## config.mk

```make
export PLATFORM = sky130hd
export DESIGN_NAME = fetch_sequencer_flat
export DESIGN_NICKNAME = d
export VERILOG_FILES = /design/src/rtl/nic8_pkg.sv /design/src/rtl/fetch_sequencer_if.sv /design/src/rtl/fetch_sequencer_pc_counter.sv /design/src/rtl/fetch_sequencer.sv /design/src/flat_wrapper.sv
export SDC_FILE = /design/constraint.sdc
export NUM_CORES = 1
export LEC_CHECK = 0
export ABC_AREA = 1
export CAP_MARGIN = 20
export CORE_MARGIN = 10
export CORE_UTILIZATION = 46
export DETAILED_ROUTE_END_ITERATION = 6
export PLACE_DENSITY = 0.89
export SLEW_MARGIN = 20
export SYNTH_ARGS = -nofsm -noshare
export SYNTH_HDL_FRONTEND = slang
export SYNTH_SLANG_ARGS = --single-unit
```

## constraint.sdc

```tcl
create_clock -name clk -period 4.92 [get_ports clk]
set_input_delay 1.476 -clock clk [delete_from_list [all_inputs] [get_ports clk]]
set_output_delay 1.476 -clock clk [all_outputs]
set_load 0.05 [all_outputs]
```

## src/rtl/nic8_pkg.sv

```systemverilog
// nic8 shared definitions: sequencer state type and instruction register
// field layout used by the fetch sequencer and the instruction decoder.
package nic8_pkg;

  typedef enum logic [1:0] {
    RST   = 2'd0,
    FETCH = 2'd1,
    EXEC  = 2'd2,
    HALT  = 2'd3
  } seq_state_t;

  // Instruction register layout: bit7 | dest[6:4] | bit3 | source[2:0]
  localparam int IR_BIT7     = 7;
  localparam int IR_DEST_MSB = 6;
  localparam int IR_DEST_LSB = 4;
  localparam int IR_BIT3     = 3;
  localparam int IR_SRC_MSB  = 2;
  localparam int IR_SRC_LSB  = 0;

  // Source 0 takes the operand byte that follows the opcode in ROM;
  // destination 1 writes the program counter (a jump).
  localparam logic [2:0] SRC_ROM = 3'd0;
  localparam logic [2:0] DST_PC  = 3'd1;

  function automatic logic [2:0] ir_source(input logic [7:0] ir);
    return ir[IR_SRC_MSB:IR_SRC_LSB];
  endfunction

  function automatic logic [2:0] ir_dest(input logic [7:0] ir);
    return ir[IR_DEST_MSB:IR_DEST_LSB];
  endfunction

endpackage

```

## src/rtl/fetch_sequencer_if.sv

```systemverilog
// Bundle between the fetch sequencer and the rest of the nic8 core:
// ROM port, decoder feedback, jump bus and front-panel run/step controls.
// The retireCount signal exists only when RETIRE_COUNT_EN is defined.
interface fetch_sequencer_if #(
  parameter int PC_W  = 8,
  parameter int CNT_W = 16
);
  logic [7:0]      romData;
  logic            romReady;
  logic [PC_W-1:0] romAddr;
  logic [7:0]      ir;
  logic            irValid;
  logic            immediate;
  logic            doJump;
  logic [7:0]      busIn;
  logic            run;
  logic            stepReq;
  logic            stepAck;
  logic            halted;
  logic [PC_W-1:0] pc;
`ifdef RETIRE_COUNT_EN
  logic [CNT_W-1:0] retireCount;
`endif

  // Sequencer side
  modport master (
    input  romData, romReady, immediate, doJump, busIn, run, stepReq,
    output romAddr, ir, irValid, stepAck, halted, pc
`ifdef RETIRE_COUNT_EN
    , output retireCount
`endif
  );

  // ROM, decoder and front-panel side
  modport slave (
    output romData, romReady, immediate, doJump, busIn, run, stepReq,
    input  romAddr, ir, irValid, stepAck, halted, pc
`ifdef RETIRE_COUNT_EN
    , input retireCount
`endif
  );

endinterface

```

## src/rtl/fetch_sequencer_pc_counter.sv

```systemverilog
// Program counter register: loads a jump target or advances by 0 or 1,
// wrapping modulo 2^PC_W.
module pc_counter #(
  parameter int PC_W     = 8,
  parameter int RESET_PC = 0
) (
  input  logic            clk,
  input  logic            resetBar,
  input  logic            en,
  input  logic            load,
  input  logic            inc,
  input  logic [PC_W-1:0] din,
  output logic [PC_W-1:0] pc
);

  // PC update: jump target wins over the increment
  always_ff @(posedge clk or negedge resetBar) begin
    if (!resetBar) begin
      pc <= PC_W'(RESET_PC);
    end else if (en) begin
      // NOTE: sequential state is assigned with <= so every register samples pre-edge values.
      pc <= load ? din : pc + PC_W'(inc);
    end
  end

endmodule

```

## src/rtl/fetch_sequencer.sv

```systemverilog
// nic8 fetch/execute sequencer: owns PC and IR, fetches opcode and operand
// bytes from ROM, and gates the decoder with irValid so each instruction
// fires its register triggers exactly once. Provides run/halt/single-step.
// Optional feature macro: RETIRE_COUNT_EN (adds the retired-instruction counter).
module fetch_sequencer
  import nic8_pkg::*;
#(
  parameter int PC_W     = 8,
  parameter int RESET_PC = 0,
  parameter int CNT_W    = 16
) (
  input  logic              clk,
  input  logic              resetBar,
  fetch_sequencer_if.master bus
);

  seq_state_t      state;
  logic            step_prev;
  logic            one_shot;
  logic [PC_W-1:0] pc_q;

  logic step_edge;
  logic operand_ok;
  logic fetch_done;
  logic exec_done;

  assign step_edge  = bus.stepReq & ~step_prev;
  assign operand_ok = ~bus.immediate | bus.romReady;
  assign fetch_done = (state == FETCH) & bus.romReady;
  assign exec_done  = (state == EXEC) & operand_ok;

  // NOTE: irValid is deliberately combinational; it must drop in the same
  // cycle the operand byte is not ready, so a registered copy would be late.
  assign bus.irValid = exec_done;
  assign bus.romAddr = pc_q;
  assign bus.pc      = pc_q;

  pc_counter #(
    .PC_W     (PC_W),
    .RESET_PC (RESET_PC)
  ) u_pc (
    .clk      (clk),
    .resetBar (resetBar),
    .en       (fetch_done | exec_done),
    .load     (exec_done & bus.doJump),
    .inc      (fetch_done | bus.immediate),
    .din      (PC_W'(bus.busIn)),
    .pc       (pc_q)
  );

  // Sequencer FSM with registered IR, halted and stepAck
  always_ff @(posedge clk or negedge resetBar) begin
    if (!resetBar) begin
      state       <= RST;
      bus.ir      <= 8'h00;
      bus.stepAck <= 1'b0;
      bus.halted  <= 1'b0;
      step_prev   <= 1'b0;
      one_shot    <= 1'b0;
    end else begin
      step_prev   <= bus.stepReq;
      bus.stepAck <= 1'b0;
      case (state)
        RST: begin
          if (bus.run) begin
            state <= FETCH;
          end else begin
            state      <= HALT;
            bus.halted <= 1'b1;
          end
        end
        FETCH: begin
          if (bus.romReady) begin
            bus.ir <= bus.romData;
            state  <= EXEC;
          end
        end
        EXEC: begin
          if (operand_ok) begin
            if (one_shot || !bus.run) begin
              one_shot   <= 1'b0;
              state      <= HALT;
              bus.halted <= 1'b1;
            end else begin
              state <= FETCH;
            end
          end
        end
        HALT: begin
          if (bus.run) begin
            // run wins: acknowledge a coincident step but keep running
            state       <= FETCH;
            bus.halted  <= 1'b0;
            bus.stepAck <= step_edge;
          end else if (step_edge) begin
            state       <= FETCH;
            bus.halted  <= 1'b0;
            bus.stepAck <= 1'b1;
            one_shot    <= 1'b1;
          end
        end
        default: state <= RST;
      endcase
    end
  end

`ifdef RETIRE_COUNT_EN
  logic [CNT_W-1:0] retire_count;

  // Count completed instructions, wrapping at 2^CNT_W
  always_ff @(posedge clk or negedge resetBar) begin
    if (!resetBar) begin
      retire_count <= '0;
    end else if (exec_done) begin
      retire_count <= retire_count + 1'b1;
    end
  end

  assign bus.retireCount = retire_count;
`endif

endmodule

```

## src/flat_wrapper.sv

```systemverilog
// flat-port wrapper written by rule: the top's interface ports become plain ports
module fetch_sequencer_flat import nic8_pkg::*;
#(
  parameter int PC_W     = 8,
  parameter int RESET_PC = 0,
  parameter int CNT_W    = 16
)
  (clk, resetBar, bus_romData, bus_romReady, bus_immediate, bus_doJump, bus_busIn, bus_run, bus_stepReq, bus_romAddr, bus_ir, bus_irValid, bus_stepAck, bus_halted, bus_pc);
  fetch_sequencer_if #(.PC_W(PC_W), .CNT_W(CNT_W)) bus_i ();
  input  logic clk;
  input  logic resetBar;
  input wire logic [$bits(bus_i.romData)-1:0] bus_romData;
  input wire logic [$bits(bus_i.romReady)-1:0] bus_romReady;
  input wire logic [$bits(bus_i.immediate)-1:0] bus_immediate;
  input wire logic [$bits(bus_i.doJump)-1:0] bus_doJump;
  input wire logic [$bits(bus_i.busIn)-1:0] bus_busIn;
  input wire logic [$bits(bus_i.run)-1:0] bus_run;
  input wire logic [$bits(bus_i.stepReq)-1:0] bus_stepReq;
  output wire logic [$bits(bus_i.romAddr)-1:0] bus_romAddr;
  output wire logic [$bits(bus_i.ir)-1:0] bus_ir;
  output wire logic [$bits(bus_i.irValid)-1:0] bus_irValid;
  output wire logic [$bits(bus_i.stepAck)-1:0] bus_stepAck;
  output wire logic [$bits(bus_i.halted)-1:0] bus_halted;
  output wire logic [$bits(bus_i.pc)-1:0] bus_pc;
  assign bus_i.romData = bus_romData;
  assign bus_i.romReady = bus_romReady;
  assign bus_i.immediate = bus_immediate;
  assign bus_i.doJump = bus_doJump;
  assign bus_i.busIn = bus_busIn;
  assign bus_i.run = bus_run;
  assign bus_i.stepReq = bus_stepReq;
  assign bus_romAddr = bus_i.romAddr;
  assign bus_ir = bus_i.ir;
  assign bus_irValid = bus_i.irValid;
  assign bus_stepAck = bus_i.stepAck;
  assign bus_halted = bus_i.halted;
  assign bus_pc = bus_i.pc;
  fetch_sequencer #(.PC_W(PC_W), .RESET_PC(RESET_PC), .CNT_W(CNT_W)) u_core (.clk(clk), .resetBar(resetBar), .bus(bus_i));
endmodule
```

==> run_results.csv, run 1 <==
group,metric,value,unit
setup_path,critPathTopFamily,"buffers and inverters",
clock_network,clk_pin_slew_worst_paths,0.11,ns
setup_path,reg2reg_from,"u_core.state[1]$_DFFE_PN0P_",
synthesis,syn-instance-count,176,
synthesis,synth.top_cell.area_share,43.2,%
clock_network,cts_buffers,3,
synthesis,synth.most_common_cell,"nand2_1",
placement,port-buffer-count,49,
global_routing,overflow,0,
synthesis,synth.distinct_cells,16,
setup_path,r2r_cells,10,
global_routing,grt_util_met3,6.39,%
die,start_util,47.0,%
clock_network,cts_buffer_depth,2,
setup_path,cp-startpoint,"bus_romReady",
synthesis,synth-edff-count,0,
synthesis,netlist_area,0.00127,mm^2
route,num_vias,1191,
setup_path,crit_path_end_kind,"output pin",
synthesis,synth_fp_nets,201,
sta,setup_tns,0,ns
setup_path,critPathMaxStageDelay,0.82,ns
pwr,p_leak,0.893,nW
die,fp.dieW,72.6,um
route,dr.pass1.iters,4,
route,wl,2.94,mm
sta,clock.fmax,223,MHz
synthesis,async_flop_share,100,%
job,drv_cap,0,
setup_path,path_cells,"clkdlybuf4s50_1, nor2_1, nor2_1, clkdlybuf4s50_1",
setup_path,required,3.44,ns
clock_network,ctsHoldBuffers,0,
setup_path,cp-start-kind,"input port",
die,die_area,0.00527,mm^2
global_routing,grt_max_degree,23,
sta,whs,0.491,ns
sta,hold_viol,0,
layout,nNetsFinal,244,
global_routing,gr-usage-met2,16.7,%
clock_network,postCtsSetupRepairBufs,0,
synthesis,synth_commonest_cells,"69 x nand2_1, 23 x inv_1, 22 x dfrtp_1",
synthesis,yosysSeqAreaShare,43.2,%
clock_network,htreeDepth,1,
layout,area_growth,36.2,%
setup_path,timing.critical_path.buf_inv,2,
pwr,sw_frac_of_total,54.2,%
clock_network,post_cts_resize_count,0,
route,ant_nets,0,
min_path,min-delay-start,"u_core.bus.ir[2]$_DFFE_PN0P_",
min_path,holdPathEnd,"u_core.bus.ir[2]$_DFFE_PN0P_",
setup_path,timing.rr.end,"u_core.u_pc.pc[6]$_DFFE_PN0P_",
min_path,whs_path_depth,2,
die,die_h,72.6,um
status,status,"finished clean",
sta,final-setup-viol-count,0,
min_path,hold_path.class,"reg2reg",
global_routing,antenna_found_initial,0,
setup_path,crit_type,"in2out",
setup_path,critPathMaxFanout,3,
pwr,internal-power,0.000514,W
pwr,seq_power_share,28.4,%
global_routing,use_met1,13.2,%
sta,period_needed,4.49,ns
pwr,p_sw,0.000609,W
clock_network,cts-root-buf,"clkbuf_4",
setup_path,r2r_setup_slack,3.19,ns
die,num_io_pins,50,
route,drt_iter0_markers,58,
setup_path,arrival,3.01,ns
synthesis,syn-mean-instance-area,7.24,um^2
synthesis,ys_ff_latch,22,
die,coreArea,0.00271,mm^2
synthesis,synth_warnings,0,
clock_network,insertion_delay,0.30,ns
synthesis,synth_flop_cell,"dfrtp_1",
global_routing,gr-max-usage-layer,"met2",
placement,gp_congestion,0.772,
global_routing,grt_use_total,11.3,%
global_routing,grt_pass1_wl,4.93,mm
layout,fill_cells,248,
pwr,power_frac_clock,7.2,%
layout,diodes,0,
pwr,comb_power_share,64.4,%
pwr,power_density,647,mW/mm^2
pwr,max-vdd-ir-drop,0.485,mV
route,via_per_inst,4.80,
sta,relSlewSlack,33.0,%
setup_path,crit_path_top_delay_cell,"clkdlybuf4s50_1",
route,route.detailed.drc,0,
sta,period_share,91.3,%
synthesis,synth_top_area_cell,"dfrtp_1",
die,row_count,19,
sta,skew,0.00871,ns
synthesis,yosys-top-cells-area,"dfrtp_1 43%, nand2_1 20%, inv_1 6.8%",
layout,layout-drive-gt1-share,5.07,%
sta,worst_slew_pin_slew,1.00,ns
route,wire_per_inst,11.9,um
clock_network,tritoncts,"built",
global_routing,grt_pass1_vias,1136,
placement,dp_hpwl,2.36,mm
clock_network,clock-sinks,22,
sta,rsz0062_at_grt,"false",
sta,slew_violations,0,
## power groups by stage
stage | Sequential (W) | Clock, W | Combinational, W
finish | 0.000320 | 0.0000808 | 0.000723
global route | 0.000334 | 0.0000899 | 0.000779
CTS | 0.000320 | 0.0000844 | 0.000732
detailed placement | 0.000323 | 0 | 0.000731
global placement | 0.000320 | 0 | 0.000722
floorplan | 0.000524 | 0 | 0.000328
## how the worst max path moves through the flow
| stage | endpoint | slack (ns) | cells past startpoint |
|---|---|---|---|
| 2_1_floorplan | bus_irValid | 1.23 | 3 |
| 3_3_place_gp | bus_irValid | 0.46 | 4 |
| 3_5_place_dp | bus_irValid | 0.41 | 4 |
| 4_1_cts | bus_irValid | 0.40 | 4 |
| 5_1_grt | bus_irValid | 0.34 | 4 |
| 6_report | bus_irValid | 0.43 | 4 |
## cell usage in the layout (no fill, tap or decap), drive strengths merged
master,instances
clkbuf,3
nand3,19
nor2,15
inv,26
clkdlybuf4s50,49
dfrtp,22
a21oi,2
o21ai,7
nand2,71
ha,2
o211ai,1
## metrics by stage
stage          total power (W)  std cells  cell area, um^2  utilization (%)  setup slack [ns]
6_report               0.00112        248             1740             64.0             0.430
5_1_grt                0.00120        248             1740             64.0             0.340
4_1_cts                0.00114        248             1740             64.0             0.395
3_5_place_dp           0.00105        245             1710             63.2             0.409
3_3_place_gp           0.00104        245             1710             63.2             0.459
2_1_floorplan         0.000853        176             1270                -              1.23
## flip-flops by register name, indices dropped and copies added, names as in the netlist
name	flops
u_core.bus.ir	8
u_core.u_pc.pc	8
u_core.state	2
u_core.bus.halted	1
u_core.bus.stepAck	1
u_core.one_shot	1
u_core.step_prev	1
## cell families (layout without fill, tap and decap cells)
| kind of cell | after synthesis | after routing | share of synthesized area, % |
|---|---|---|---|
| buffers and inverters | 37 | 78 | 14.7 |
| flip-flops | 22 | 22 | 43.2 |
| adder cells (fa/ha/maj) | 2 | 2 | 1.96 |
| AND/OR/NAND/NOR | 105 | 105 | 36.0 |
| AO/OA/AOI/OAI | 10 | 10 | 4.13 |
## worst min-delay path, cell delays in order, from the launching register on
cell and delay, ns:
dfrtp_1 0.36, nand2_1 0.05, nand2_1 0.05
## cell type report
cell class              count  area (um^2)  share of cell area, %
flip-flops and latches     22          551                   31.7
multi-input cells         117          536                   30.9
repair buffers             49          490                   28.3
inverters                  26         97.6                   5.62
well taps                  31         38.8                   2.24
clock buffers               3         22.5                   1.30
## metal layers
layer	vias up	wire, um
met5	-	0
met3	2	348
li1	609	-
met1	541	1280
met2	39	1290
met4	0	20
No activity file was read; power rests on OpenSTA's default activity.
==> run 2, diff against run 1 <==
--- a/config.mk
+++ b/config.mk
@@ -7,8 +7,10 @@
 export LEC_CHECK = 0
 export ABC_AREA = 1
 export CAP_MARGIN = 20
-export CORE_MARGIN = 10
+export CORE_ASPECT_RATIO = 1.5
+export CORE_MARGIN = 4
 export CORE_UTILIZATION = 46
+export CTS_BUF_LIST = sky130_fd_sc_hd__clkbuf_16
 export DETAILED_ROUTE_END_ITERATION = 6
 export PLACE_DENSITY = 0.89
 export SLEW_MARGIN = 20
==> run 2 against run 1 <==
Compared with the run above:
- cell area is 3.4% higher
- sequential cell count unchanged
- first-iteration DRC count down 57%
- final cell count is 2.8% higher
- worst setup slack gained 0.018 ns
- register-to-register slack worse by 0.09 ns
- critical path type unchanged
- via count is 0.25% higher
- die area is 30% lower
- clock power up 110%
==> run_results.csv, run 2 (synthesis results as in run 1) <==
group,metric,value,unit
route,route.detailed.drc,0,
clock_network,htreeDepth,1,
clock_network,clk_pin_slew_worst_paths,0.06,ns
setup_path,crit_type,"in2out",
sta,worst_slew_pin_slew,0.511,ns
placement,gp_congestion,0.809,
placement,dp_hpwl,2.17,mm
sta,period_share,90.9,%
setup_path,crit_path_top_delay_cell,"clkdlybuf4s50_1",
clock_network,insertion_delay,0.25,ns
clock_network,ctsHoldBuffers,0,
pwr,max-vdd-ir-drop,0.422,mV
die,row_count,23,
global_routing,overflow,0,
route,route.met3.wl,198,um
layout,layout_common_cells,"69 x nand2_1, 48 x clkdlybuf4s50_1, 23 x inv_1, 22 x dfrtp_1, 17 x nand3_1",
sta,rsz0062_at_grt,"false",
layout,regArea,551,um^2
sta,skew,0.00265,ns
clock_network,clock-sinks,22,
layout,diodes,0,
pwr,p_leak,0.918,nW
setup_path,r2r_cells,10,
route,wl,2.77,mm
layout,layout-drive-gt1-share,5.50,%
sta,period_needed,4.47,ns
route,via_per_inst,4.68,
placement,pre_cts_ws,0.444,ns
route,dr.pass1.iters,4,
sta,setup_tns,0,ns
min_path,hold_path.class,"reg2reg",
sta,final-setup-viol-count,0,
global_routing,grt_pass1_wl,4.87,mm
setup_path,timing.rr.end,"u_core.u_pc.pc[6]$_DFFE_PN0P_",
pwr,p_total,0.00121,W
layout,top_regs,"u_core.bus.ir x8, u_core.u_pc.pc x8, u_core.state x2",
setup_path,r2r_setup_slack,3.10,ns
setup_path,required,3.44,ns
route,ant_nets,0,
clock_network,cts-root-buf,"clkbuf_16",
status,status,"finished clean",
die,die_area,0.00369,mm^2
clock_network,cts_buffers,3,
setup_path,reg2reg_from,"u_core.state[1]$_DFFE_PN0P_",
clock_network,cts_buffer_depth,2,
setup_path,critPathMaxStageDelay,0.80,ns
setup_path,arrival,3.00,ns
setup_path,cp-start-kind,"input port",
die,coreArea,0.00268,mm^2
clock_network,postCtsSetupRepairBufs,0,
layout,multi_input_area,536,um^2
route,drt_iter0_markers,25,
layout,nNetsFinal,244,
sta,slew_violations,0,
pwr,power_density,674,mW/mm^2
setup_path,timing.critical_path.buf_inv,2,
global_routing,grt_pass1_vias,1188,
setup_path,critPathTopFamily,"buffers and inverters",
setup_path,critPathMaxFanout,3,
job,drv_cap,0,
route,route.met2.wl,1.48,mm
global_routing,grt_max_degree,23,
placement,port-buffer-count,49,
clock_network,tritoncts,"built",
placement,place_area,0.00172,mm^2
die,start_util,47.6,%
global_routing,antenna_found_initial,0,
layout,fill_cells,254,
layout,final_area,0.00179,mm^2
die,num_io_pins,50,
route,top_layer,"met4",
min_path,whs_path_depth,2,
route,num_vias,1194,
global_routing,grt_use_total,16.8,%
die,fp.dieW,51.0,um
sta,fin_ws,0.448,ns
clock_network,post_cts_resize_count,0,
route,met1_length,1.06,mm
sta,relSlewSlack,65.8,%
layout,area_growth,40.9,%
setup_path,crit_path_end_kind,"output pin",
route,wire_per_inst,10.9,um
setup_path,path_cells,"clkdlybuf4s50_1, nor2_1, nor2_1, clkdlybuf4s50_1",
min_path,holdPathEnd,"u_core.bus.ir[6]$_DFFE_PN0P_",
die,die_h,72.4,um
min_path,min-delay-start,"u_core.bus.ir[6]$_DFFE_PN0P_",
sta,clock.fmax,224,MHz
sta,hold_viol,0,
layout,final_common_cell,"nand2_1",
## run 2: cell types whose count changed in the layout (fill, tap and decap cells not counted), sizes merged
cell           delta
clkdlybuf4s50     -1
buf               +1
clkinv            +1
## run 2: how the worst max path moves through the flow
stage | depth (start not counted) | start | slack, ns | to
after floorplan | 3 | bus_immediate | 1.23 | bus_irValid
after global placement | 4 | bus_romReady | 0.47 | bus_irValid
after detailed placement | 4 | bus_romReady | 0.44 | bus_irValid
after CTS | 4 | bus_romReady | 0.44 | bus_irValid
after global routing | 4 | bus_romReady | 0.39 | bus_irValid
final | 4 | bus_romReady | 0.45 | bus_irValid
## run 2: tightest hold or removal path, cell delays in order, from the launching register on
cell     delay, ns
dfrtp_1       0.34
nand2_1       0.05
nand2_1       0.05
## run 2: report_power, final
part,total [W],internal (W),switching (W)
clock network,0.000169,0.000108,0.0000606
logic,0.000721,0.000235,0.000486
registers,0.000320,0.000252,0.0000679
total,0.00121,0.000595,0.000615
## run 2: per-stage QoR
stage	util, %	std cells	hold WS [ns]
6_report	67.0	255	0.482
5_1_grt	67.0	255	0.514
2_1_floorplan	-	176	0.490
4_1_cts	67.2	255	0.487
3_5_place_dp	64.3	251	0.467
3_3_place_gp	64.3	251	0.462
## run 2: area by class of cell
class                      count  share of cell area [%]
timing repair buffer          49                    27.1
tap                           37                    2.58
sequential                    22                    30.7
clock inverter                 1                   0.209
inverter                      26                    5.44
multi-input combinational    117                    29.8
clock buffer                   3                    4.18
## run 2: metal layers
| layer | vias to the layer above | GRT usage, % |
|---|---|---|
| li1 | 617 | - |
| met1 | 537 | 18.9 |
| met2 | 36 | 31.1 |
| met3 | 4 | 3.08 |
| met4 | 0 | 5.69 |
| met5 | - | 0 |
==> run 3, diff against run 2 <==
--- a/config.mk
+++ b/config.mk
@@ -9,10 +9,10 @@
 export CAP_MARGIN = 20
 export CORE_ASPECT_RATIO = 1.5
 export CORE_MARGIN = 4
-export CORE_UTILIZATION = 46
-export CTS_BUF_LIST = sky130_fd_sc_hd__clkbuf_16
+export CORE_UTILIZATION = 48
+export CTS_BUF_LIST = sky130_fd_sc_hd__clkbuf_4 sky130_fd_sc_hd__clkbuf_8
 export DETAILED_ROUTE_END_ITERATION = 6
-export PLACE_DENSITY = 0.89
+export PLACE_DENSITY = 0.92
 export SLEW_MARGIN = 20
 export SYNTH_ARGS = -nofsm -noshare
 export SYNTH_HDL_FRONTEND = slang
==> run 3 against run 2 <==
Compared with the run above:
- total power down 5.7%
- sequential share of layout area up 0.77 points
- clock skew down 0.0012 ns
- critical path depth unchanged
- final cell count down 0.39%
- combinational power about the same
- global-route usage down 0.41 points
- cell area down 2.4%
- highest routed layer unchanged
==> run_results.csv, run 3 (synthesis results as in run 1) <==
group,metric,value,unit
status,status,"finished clean",
clock_network,cts_buffer_depth,2,
setup_path,crit_path_end_kind,"output pin",
die,die_h,71.1,um
clock_network,ctsHoldBuffers,0,
route,route.detailed.drc,0,
die,die_area,0.00356,mm^2
layout,diodes,0,
layout,nNetsFinal,244,
placement,port-buffer-count,49,
sta,hold_viol,0,
layout,final_area,0.00175,mm^2
route,wire_per_inst,10.7,um
clock_network,clk_pin_slew_worst_paths,0.12,ns
global_routing,grt_pass1_vias,1134,
clock_network,tritoncts,"built",
clock_network,htreeDepth,1,
die,fp.dieW,50.1,um
global_routing,grt_max_degree,23,
job,drv_cap,0,
sta,fin_ws,0.424,ns
route,drt_iter0_markers,24,
placement,place_area,0.00172,mm^2
placement,dpl.cell_count,250,
setup_path,arrival,3.02,ns
global_routing,grt_use_total,16.4,%
sta,setup_tns,0,ns
pwr,power_density,652,mW/mm^2
clock_network,cts_buffers,3,
clock_network,postCtsSetupRepairBufs,0,
pwr,max-vdd-ir-drop,0.365,mV
sta,whs,0.493,ns
die,coreArea,0.00250,mm^2
layout,fill_cells,188,
sta,skew,0.00144,ns
setup_path,required,3.44,ns
route,dr.pass1.iters,4,
route,num_vias,1184,
setup_path,crit_type,"in2out",
clock_network,post_cts_resize_count,0,
placement,dp_hpwl,2.15,mm
die,start_util,50.8,%
sta,period_share,91.4,%
layout,final_common_cell,"nand2_1",
sta,final-setup-viol-count,0,
sta,worst_slew_pin_slew,0.522,ns
setup_path,cp-start-kind,"input port",
route,ant_nets,0,
global_routing,overflow,0,
clock_network,cts-root-buf,"clkbuf_4",
setup_path,reg2reg_from,"u_core.state[1]$_DFFE_PN0P_",
layout,layout-drive-gt1-share,5.96,%
sta,rsz0062_at_grt,"false",
sta,period_needed,4.50,ns
clock_network,clock-sinks,22,
min_path,min-delay-start,"u_core.bus.ir[0]$_DFFE_PN0P_",
min_path,hold_path.class,"reg2reg",
sta,clock.fmax,222,MHz
layout,area_growth,37.4,%
layout,layoutNonFillerInstCount,254,
global_routing,antenna_found_initial,0,
sta,relSlewSlack,65.1,%
global_routing,grt_pass1_wl,4.67,mm
route,via_per_inst,4.66,
sta,slew_violations,0,
layout,top_regs,"u_core.bus.ir x8, u_core.u_pc.pc x8, u_core.state x2",
placement,gp_congestion,0.819,
layout,layout_common_cells,"69 x nand2_1, 48 x clkdlybuf4s50_1, 23 x inv_1, 22 x dfrtp_1, 17 x nand3_1",
die,row_count,22,
placement,pre_cts_ws,0.418,ns
setup_path,cp-startpoint,"bus_romReady",
pwr,p_leak,0.900,nW
clock_network,insertion_delay,0.31,ns
setup_path,critPathMaxFanout,3,
die,num_io_pins,50,
route,wl,2.71,mm
run 3: area by class of cell:
cell class / count / area (um^2) / share of cell area (%)
multi-input combinational: 117 / 536 / 30.6
tap: 36 / 45.0 / 2.57
inverter: 26 / 97.6 / 5.58
timing repair buffer: 49 / 485 / 27.7
sequential: 22 / 551 / 31.5
clock buffer: 4 / 36.3 / 2.07
run 3: metal layers:
metal / global-route usage [%] / vias to the layer above / share of wire [%]
met4: 5.23 / 0 / 0.81
met3: 3.58 / 4 / 6.6
met2: 30.2 / 41 / 53
met5: 0 / - / 0
met1: 18.2 / 528 / 39
li1: - / 611 / -
run 3: power by group:
group	switching, W	total (W)	internal (W)
clock network	0.0000557	0.000101	0.0000452
registers	0.0000685	0.000319	0.000251
logic	0.000486	0.000721	0.000235
run 3: critical path: stages:
cell and delay, ns:
clkdlybuf4s50_1 0.55, nor2_1 0.09, nor2_1 0.10, clkdlybuf4s50_1 0.81
run 3: path summary, 6_finish.rpt:
path,endpoint,slack (ns),cells past startpoint
max,bus_irValid,0.42,4
min,u_core.bus.ir[0]$_DFFE_PN0P_,0.49,2
max reg2reg,u_core.u_pc.pc[4]$_DFFE_PN0P_,3.14,11
min reg2reg,u_core.bus.ir[0]$_DFFE_PN0P_,0.49,2
max in group asynchronous,u_core.u_pc.pc[3]$_DFFE_PN0P_,3.47,1
min in group asynchronous,u_core.step_prev$_DFF_PN0_,1.11,1
run 3: metrics by stage:
stage          utilization, %  total power [W]
2_1_floorplan               -         0.000853
3_3_place_gp             68.6          0.00103
3_5_place_dp             68.6          0.00105
4_1_cts                  70.1          0.00115
5_1_grt                  69.9          0.00122
6_report                 69.9          0.00114
